**src/rtl/crt_sync_gen.sv**
```systemverilog
// CRT raster counters and sync/blank/display-enable generation.
// Flags are registered one pix_clk behind the counters.
module crt_sync_gen #(
  parameter int HW = 12,
  parameter int VW = 12
) (
  input  logic          pix_clk,
  input  logic          h_reset_n,
  input  logic          crt_clk,
  input  logic          timing_en,
  input  logic [HW-1:0] h_total,
  input  logic [HW-1:0] h_disp_end,
  input  logic [HW-1:0] h_sync_start,
  input  logic [HW-1:0] h_sync_end,
  input  logic [VW-1:0] v_total,
  input  logic [VW-1:0] v_disp_end,
  input  logic [VW-1:0] v_sync_start,
  input  logic [VW-1:0] v_sync_end,
  input  logic          hsync_pol,
  input  logic          vsync_pol,
  output logic [HW-1:0] hcount,
  output logic [VW-1:0] vcount,
  output logic          hsync,
  output logic          vsync,
  output logic          hblank,
  output logic          vblank,
  output logic          de,
  output logic          frame_start
);

  logic adv;
  logic h_wrap;
  logic v_wrap;
  logic hs_n;
  logic vs_n;
  logic hb_n;
  logic vb_n;
  logic hs_q;
  logic vs_q;
  logic pend_q;

  always_comb begin
    adv    = crt_clk & timing_en;
    h_wrap = hcount >= h_total;
    v_wrap = vcount >= v_total;
    hs_n   = (hcount >= h_sync_start) &&
             (hcount < h_sync_end);
    vs_n   = (vcount >= v_sync_start) &&
             (vcount < v_sync_end);
    hb_n   = hcount > h_disp_end;
    vb_n   = vcount > v_disp_end;
  end

  always_ff @(posedge pix_clk or negedge h_reset_n) begin
    if (!h_reset_n) begin
      hcount <= '0;
      vcount <= '0;
    end else if (!timing_en) begin
      hcount <= '0;
      vcount <= '0;
    end else if (adv) begin
      if (h_wrap) begin
        hcount <= '0;
        vcount <= v_wrap ? '0 : vcount + VW'(1);
      end else begin
        hcount <= hcount + HW'(1);
      end
    end
  end

  always_ff @(posedge pix_clk or negedge h_reset_n) begin
    if (!h_reset_n) begin
      hs_q   <= 1'b0;
      vs_q   <= 1'b0;
      hblank <= 1'b1;
      vblank <= 1'b1;
      de     <= 1'b0;
    end else if (!timing_en) begin
      hs_q   <= 1'b0;
      vs_q   <= 1'b0;
      hblank <= 1'b1;
      vblank <= 1'b1;
      de     <= 1'b0;
    end else begin
      hs_q   <= hs_n;
      vs_q   <= vs_n;
      hblank <= hb_n;
      vblank <= vb_n;
      de     <= !hb_n && !vb_n;
    end
  end

  // pend_q marks the first advance after reset or a timing_en drop
  always_ff @(posedge pix_clk or negedge h_reset_n) begin
    if (!h_reset_n) begin
      frame_start <= 1'b0;
      pend_q      <= 1'b1;
    end else if (!timing_en) begin
      frame_start <= 1'b0;
      pend_q      <= 1'b1;
    end else if (adv) begin
      frame_start <= pend_q | (h_wrap & v_wrap);
      pend_q      <= 1'b0;
    end else begin
      frame_start <= 1'b0;
    end
  end

  // polarity applied at the pin so reset shows the inactive level
  assign hsync = hs_q ^ hsync_pol;
  assign vsync = vs_q ^ vsync_pol;

endmodule

```
**config.mk**
```make
export PLATFORM = sky130hd
export DESIGN_NAME = crt_sync_gen
export DESIGN_NICKNAME = d
export VERILOG_FILES = /design/src/rtl/crt_sync_gen.sv
export SDC_FILE = /design/constraint.sdc
export NUM_CORES = 1
export LEC_CHECK = 0
export CAP_MARGIN = 10
export CORE_MARGIN = 5
export CORE_UTILIZATION = 47
export DETAILED_ROUTE_END_ITERATION = 12
export PLACE_DENSITY = 0.84
export SLEW_MARGIN = 30
export SYNTH_ARGS = -nofsm -noshare
export SYNTH_HDL_FRONTEND = slang
export SYNTH_SLANG_ARGS = --single-unit
```
**constraint.sdc**
```tcl
create_clock -name pix_clk -period 2.9 [get_ports pix_clk]
set_input_delay 0.87 -clock pix_clk [delete_from_list [all_inputs] [get_ports pix_clk]]
set_output_delay 0.87 -clock pix_clk [all_outputs]
set_load 0.02 [all_outputs]
```
==> reports/qor.yml, run 1 <==
crit_arrival_ns: 2.98
worst-path-max-fanout: 11
synth_top_family_by_area: "adder cells"
maxUsedRoutingLayer: "met4"
placed_area_um2: 5480
drc_errors: 0
place_hpwl_um: 9180
worst_slew_pin_slew_ns: 0.623
clk_latency_ns: 0.28
worstHoldPathCells: 2
antenna_cells: 0
netlist_instances: 468
viasPerCell: 5.37
synthSimpleGateAreaFrac_pct: 14.4
cts-hold-fix-buffers: 0
leakage_nw: 2.95
layout_min_cycle_time_ns: 2.81
worstSetupPathType: "input pin to register"
fmax_mhz: 355
finalHoldViolCount: 0
syn_area_um2: 3940
finalWirelength_um: 11000
worst-path-buf-inv: 3
ys_seq_elements: 31
antenna_found_initial: 0
rows: 33
async_reset_ff_share_pct: 100
tritoncts: "done"
crit_path_start_kind: "input pin"
drive_above_1_share_pct: 8.44
fin_skew_ns: 0.00446
drv_cap: 0
min_to: "pend_q$_DFFE_PN1P_"
final_cells: 721
dr_wl_met2_um: 5130
final_area_um2: 5580
period_share_pct: 97.0
power.total_mw: 1.18
drv_slew: 0
wl_met1_um: 4750
required_ns: 3.06
r2r-start: "hcount[8]$_DFFE_PN0P_"
ys_types: 50
tns_ns: 0
cts_setup_buffers: 0
initial_utilization_pct: 48.0
postLayoutCoreUtil_pct: 67.9
cts_root_buf: "clkbuf_8"
cts_sinks: 31
cts_made_buffers: 5
die_w_um: 102
cp_cell_sequence: "clkdlybuf4s50_1 -> inv_1 -> ha_1 -> a21o_1 -> a221o_1 -> a21oi_4 -> a21bo_2 -> nand3_2 -> buf_12 -> o21ai_0"
vias: 3872
met3_wirelength_um: 839
hp-class: "register to register"
crit_slowest_cell: "clkdlybuf4s50_1"
drt_iter0_drc: 221
die_h_um: 102
yosys_warnings: 0
crit_family: "compound AO/OA/AOI/OAI gates"
gp_congestion: 0.870
outcome: "complete, no violations"
worstHoldStart: "pend_q$_DFFE_PN1P_"
relSlewSlack_pct: 58.1
dieArea_um2: 10300
synth_area_per_cell_um2: 8.43
reg2reg_depth: 8
endpoint_kind: "register"
r2r_end: "vcount[8]$_DFFE_PN0P_"
synth_fa_ha_area_share_pct: 30.5
synth-edff-count: 0
synthMuxAreaShare_pct: 0.825
ir_drop_uv: 160
r2r_slack_ns: 0.67
numPortBuffers: 131
core-area_um2: 8220
rsz0062_at_grt: "false"
setup_viol: 0
final_net_count: 814
synth_nets: 666
h-tree-depth: 2
ant_nets: 0
clk_pin_slew_worst_paths_ns: 0.06
synth_compound_area_share_pct: 21.3
grt.overflow.total: 0
grt_use_total_pct: 21.6
yosysSeqAreaShare_pct: 19.8
grt_max_degree: 32
grt_pass1_wl_um: 18300
grt_pass1_vias: 4122
dr.pass1.iters: 4
power_density_nw_per_um2: 211
place_inst: 714
synth_ff_type: "dfrtp_1"
synth_xor_area_share_pct: 1.55
syn_to_final_growth_pct: 41.5
wl_per_cell_um: 15.2
io_pins: 132
cts_buffer_depth: 2
cpPeakStageDelay_ns: 0.45
==> routing by layer <==
layer,GRT usage [%],vias to the layer above
li1,-,1934
met1,26.8,1781
met2,37.7,137
met3,3.58,20
met4,7.87,0
met5,0,-
==> flip-flops by register name (all words and copies together), names as in the netlist <==
| register | cells |
|---|---|
| vs_q | 1 |
| pend_q | 1 |
| hblank | 1 |
| hcount | 12 |
| vblank | 1 |
| hs_q | 1 |
| de | 1 |
| vcount | 12 |
| frame_start | 1 |
==> area by class of cell <==
cell class / instances / area (µm²)
Tap cell: 105 / 131
Multi-Input combinational cell: 324 / 2710
Clock inverter: 1 / 5.00
Sequential cell: 31 / 779
Clock buffer: 6 / 82.6
Timing Repair Buffer: 147 / 1470
Inverter: 107 / 402
Fill cell: 643 / 2640
==> worst min-delay path: stages (launching register included) <==
cell and delay (ns):
dfstp_2 0.36, inv_1 0.06, o21ai_0 0.08
==> power by group <==
group / switching (mW) / internal, mW / leakage [nW]
clock: 0.152 / 0.186 / 0.0470
combinational: 0.158 / 0.224 / 2.49
sequential: 0.0154 / 0.443 / 0.418
total: 0.325 / 0.853 / 2.95
==> cell usage after synthesis, types with 2 or more instances <==
cell / number / area (µm²)
a21boi_1: 5 / 37.5
nand3_1: 12 / 60.1
nor2b_1: 6 / 37.5
a21o_1: 20 / 150
a21oi_2: 5 / 43.8
ha_1: 96 / 1200
or3_1: 4 / 25.0
inv_1: 106 / 398
nand4_1: 22 / 138
a21boi_0: 4 / 30.0
buf_4: 2 / 15.0
o2111ai_1: 2 / 17.5
dfrtp_1: 28 / 701
dfstp_2: 3 / 78.8
o21a_1: 5 / 37.5
o22ai_2: 9 / 113
xnor2_1: 4 / 35.0
o31a_1: 3 / 26.3
o211ai_1: 3 / 22.5
nand2b_1: 6 / 37.5
nor2_1: 17 / 63.8
buf_6: 2 / 22.5
o21ai_0: 18 / 90.1
nand2_1: 15 / 56.3
nor3_1: 6 / 30.0
xor2_1: 3 / 26.3
a21oi_1: 23 / 115
a2111oi_0: 2 / 17.5
a211oi_1: 5 / 37.5
and3_1: 9 / 56.3
o31a_2: 4 / 40.0
==> metrics by stage <==
step | setup WS (ns) | hold WS, ns
floorplan | 0.394 | 0.460
global placement | -0.202 | 0.475
detailed placement | -0.232 | 0.495
CTS | 0.0607 | 0.507
global route | 0.0167 | 0.549
finish | 0.0861 | 0.508
==> cell families after synthesis <==
| group | Yosys count |
|---|---|
| compound gates | 114 |
| xor+xnor | 7 |
| fa+ha+maj | 96 |
| buf+inv | 113 |
| flops | 31 |
| mux | 2 |
| simple gates | 105 |
==> how the worst max path moves through the flow <==
| stage | start | end | slack, ns | depth (start not counted) |
|---|---|---|---|---|
| after floorplan | h_total[5] | vcount[10]$_DFFE_PN0P_ | 0.39 | 9 |
| after global placement | h_total[5] | vcount[7]$_DFFE_PN0P_ | -0.20 | 10 |
| after detailed placement | h_total[5] | vcount[7]$_DFFE_PN0P_ | -0.23 | 10 |
| after CTS | h_total[5] | vcount[7]$_DFFE_PN0P_ | 0.06 | 10 |
| after global routing | h_total[11] | vcount[11]$_DFFE_PN0P_ | 0.02 | 11 |
| final | h_total[5] | vcount[7]$_DFFE_PN0P_ | 0.09 | 10 |
==> cells in the final DEF (no fill, tap or decap), types with 2 or more instances in the layout <==
| master | synthesis | routed |
|---|---|---|
| a21oi_2 | 5 | 4 |
| or3_1 | 4 | 4 |
| nand4_1 | 22 | 22 |
| nand2_1 | 15 | 15 |
| ha_1 | 96 | 96 |
| buf_4 | 2 | 13 |
| nor3_1 | 6 | 6 |
| dlygate4sd2_1 | 0 | 2 |
| a21boi_1 | 5 | 8 |
| dfrtp_1 | 28 | 28 |
| xnor2_1 | 4 | 4 |
| o2111ai_1 | 2 | 2 |
| a2111oi_0 | 2 | 2 |
| clkbuf_8 | 0 | 6 |
| a21o_1 | 20 | 20 |
| clkdlybuf4s50_1 | 0 | 129 |
| a21oi_1 | 23 | 23 |
| xor2_1 | 3 | 3 |
| buf_12 | 1 | 3 |
| o22ai_2 | 9 | 9 |
| o31a_1 | 3 | 3 |
| inv_1 | 106 | 106 |
| o31a_2 | 4 | 4 |
| and3_1 | 9 | 9 |
| dfstp_2 | 3 | 3 |
| o211ai_1 | 3 | 3 |
| nand3_1 | 12 | 12 |
| o21ai_0 | 18 | 18 |
| nor2_1 | 17 | 17 |
| nor2b_1 | 6 | 6 |
| nand2b_1 | 6 | 6 |
| a211oi_1 | 5 | 5 |
| o21a_1 | 5 | 5 |
==> what timing repair did <==
item / 4_1_cts / 5_1_grt
pin swaps: 0 / 1
gates resized for setup: 2 / 5
setup endpoints to repair: 2 / 4
No activity file was read; power rests on OpenSTA's default activity.
==> run 2: changes to the inputs <==
==> constraint.sdc (replaced) <==
create_clock -name pix_clk -period 2.85 [get_ports pix_clk]
set_input_delay 0.855 -clock pix_clk [delete_from_list [all_inputs] [get_ports pix_clk]]
set_output_delay 0.855 -clock pix_clk [all_outputs]
set_load 0.02 [all_outputs]
==> run 2 against run 1 <==
Setup slack lost 0.023 ns. Count of clock-buffer cells in the layout rose by 1. Sequential share of layout area down 0.14 points. Routed wire length is 4.1% higher. Clock skew is 0.0011 ns higher. Combinational power increased by 2%. Global-route usage decreased by 0.053 points. Flip-flop and latch count unchanged. Register-to-register slack worse by 0.07 ns. Clock power increased by 4%. Cell count rose by 0.42%. Critical path depth is the same. Largest cell class unchanged.
==> reports/qor.yml, run 2 (same netlist as run 1, synthesis figures left out) <==
worstSetupPathType: "input pin to register"  # unchanged
place_inst: 714  # unchanged
vias: 3908  # was 3872
relSlewSlack_pct: 54.6  # was 58.1%
holdWs_ns: 0.503  # was 0.508 ns
ir_drop_uv: 150  # was 160 µV
hp-class: "register to register"  # unchanged
clk_latency_ns: 0.28  # about the same
drive_above_1_share_pct: 8.89  # was 8.44%
tritoncts: "done"  # unchanged
min_to: "pend_q$_DFFE_PN1P_"  # unchanged
worstHoldStart: "pend_q$_DFFE_PN1P_"  # unchanged
r2r-start: "vcount[0]$_DFFE_PN0P_"  # was hcount[8]$_DFFE_PN0P_
gp_congestion: 0.887  # was 0.870
setup_ws_ns: 0.0634  # was 0.0861 ns
fin_skew_ns: 0.00555  # was 0.00446 ns
syn_to_final_growth_pct: 42.9  # was 41.5%
io_pins: 132  # unchanged
ant_nets: 0  # unchanged
final_common_cell: "clkdlybuf4s50_1"  # unchanged
power.total_mw: 1.21  # was 1.18 mW
period_share_pct: 97.8
numPortBuffers: 131  # unchanged
fmax_mhz: 359
endpoint_kind: "register"  # unchanged
required_ns: 3.05  # was 3.06 ns
drv_slew: 0  # unchanged
clk_pin_slew_worst_paths_ns: 0.06  # about the same
leakage_nw: 2.97  # was 2.95 nW
dieArea_um2: 10300  # unchanged
grt_pass1_wl_um: 18000  # was 18300 µm
h-tree-depth: 2  # unchanged
cp_cell_sequence: "clkdlybuf4s50_1 -> inv_1 -> ha_1 -> a21o_1 -> a221o_1 -> a21oi_2 -> o221ai_2 -> buf_12 -> a21boi_1 -> o22ai_2"  # was clkdlybuf4s50_1 -> inv_1 -> ha_1 -> a21o_1 -> a221o_1 -> a21oi_4 -> a21bo_2 -> nand3_2 -> buf_12 -> o21ai_0
dr.pass1.iters: 5  # was 4
dp_slack_ns: -0.277  # was -0.232 ns
cts_sinks: 31  # unchanged
rows: 33  # unchanged
die_h_um: 102  # unchanged
cts_root_buf: "clkbuf_8"  # unchanged
final_net_count: 816  # was 814
grt_use_total_pct: 21.6  # about the same
setup_viol: 0  # unchanged
power_density_nw_per_um2: 215  # was 211 nW/µm²
core-area_um2: 8220  # unchanged
worst-path-max-fanout: 14  # was 11
grt_max_degree: 32  # unchanged
worstHoldPathCells: 2  # unchanged
drv_cap: 0  # unchanged
grt.overflow.total: 0  # unchanged
r2r_slack_ns: 0.60  # was 0.67 ns
viasPerCell: 5.40  # was 5.37
crit_arrival_ns: 2.99  # was 2.98 ns
mostFrequentLayoutCells: "clkdlybuf4s50_1, inv_1, ha_1"  # unchanged
cts_buffer_depth: 2  # unchanged
finalHoldViolCount: 0  # unchanged
cpPeakStageDelay_ns: 0.45  # about the same
finalWirelength_um: 11400  # was 11000 µm
r2r_end: "vcount[0]$_DFFE_PN0P_"  # was vcount[8]$_DFFE_PN0P_
grt_pass1_vias: 4070  # was 4122
place_hpwl_um: 9280  # was 9180 µm
die_w_um: 102  # unchanged
crit_path_start_kind: "input pin"  # unchanged
wl_per_cell_um: 15.7  # was 15.2 µm
antenna_found_initial: 0  # unchanged
antenna_cells: 0  # unchanged
top_regs: "hcount x12, vcount x12"  # unchanged
cts-hold-fix-buffers: 0  # unchanged
crit_slowest_cell: "clkdlybuf4s50_1"  # unchanged
layout_min_cycle_time_ns: 2.79
cts_made_buffers: 5  # unchanged
final_cells: 724  # was 721
reg2reg_depth: 9  # was 8
initial_utilization_pct: 48.0  # unchanged
drt_iter0_drc: 193  # was 221
drc_errors: 0  # unchanged
postLayoutCoreUtil_pct: 68.6  # was 67.9%
outcome: "complete, no violations"  # unchanged
worst_slew_pin_slew_ns: 0.676  # was 0.623 ns
## run 2: layout make-up
type / instances / area, µm²
Inverter: 107 / 402
Tap cell: 105 / 131
Timing Repair Buffer: 149 / 1500
Fill cell: 618 / 2580
Multi-Input combinational cell: 324 / 2730
Sequential cell: 31 / 779
Clock buffer: 7 / 86.3
Clock inverter: 1 / 5.00
## run 2: per-stage QoR
stage	area, µm²	setup TNS, ns
CTS	5570	0
detailed placement	5480	-5.15
global route	5630	-0.00537
finish	5630	0
global placement	5480	-4.25
floorplan	3940	0
## run 2: worst max-delay path by stage
stage,slack [ns],cells past startpoint,to,startpoint
final,0.06,10,vcount[10]$_DFFE_PN0P_,h_total[5]
after global routing,-0.004,10,vcount[11]$_DFFE_PN0P_,h_total[5]
after CTS,0.02,10,vcount[7]$_DFFE_PN0P_,h_total[5]
after detailed placement,-0.28,10,vcount[7]$_DFFE_PN0P_,h_total[5]
after global placement,-0.24,10,vcount[7]$_DFFE_PN0P_,h_total[5]
after floorplan,0.36,9,vcount[10]$_DFFE_PN0P_,h_total[5]
## run 2: what timing repair did
item | CTS | global route
buffers inserted | 0 | 1
gates cloned | 0 | 1
gates resized for setup | 2 | 8
setup endpoints to repair | 2 | 11
pin swaps | 0 | 4
## run 2: routing by layer
| layer | global-route usage, % | part of all wire (%) | vias up |
|---|---|---|---|
| li1 | - | - | 1944 |
| met1 | 26.9 | 43 | 1775 |
| met2 | 38.2 | 48 | 174 |
| met3 | 3.72 | 8.3 | 15 |
| met4 | 6.24 | 1.5 | 0 |
| met5 | 0 | 0 | - |
## run 2: power breakdown
part           switching, mW  internal [mW]
Clock                  0.156          0.194
Sequential            0.0159          0.451
Combinational          0.162          0.230
## run 2: worst max-delay path: cells and delay by family
| kind | cells | cell delay (ns) |
|---|---|---|
| AOI/OAI and AO/OA | 6 | 1.16 |
| adders and majority gates | 1 | 0.29 |
| buffers and inverters | 3 | 0.67 |
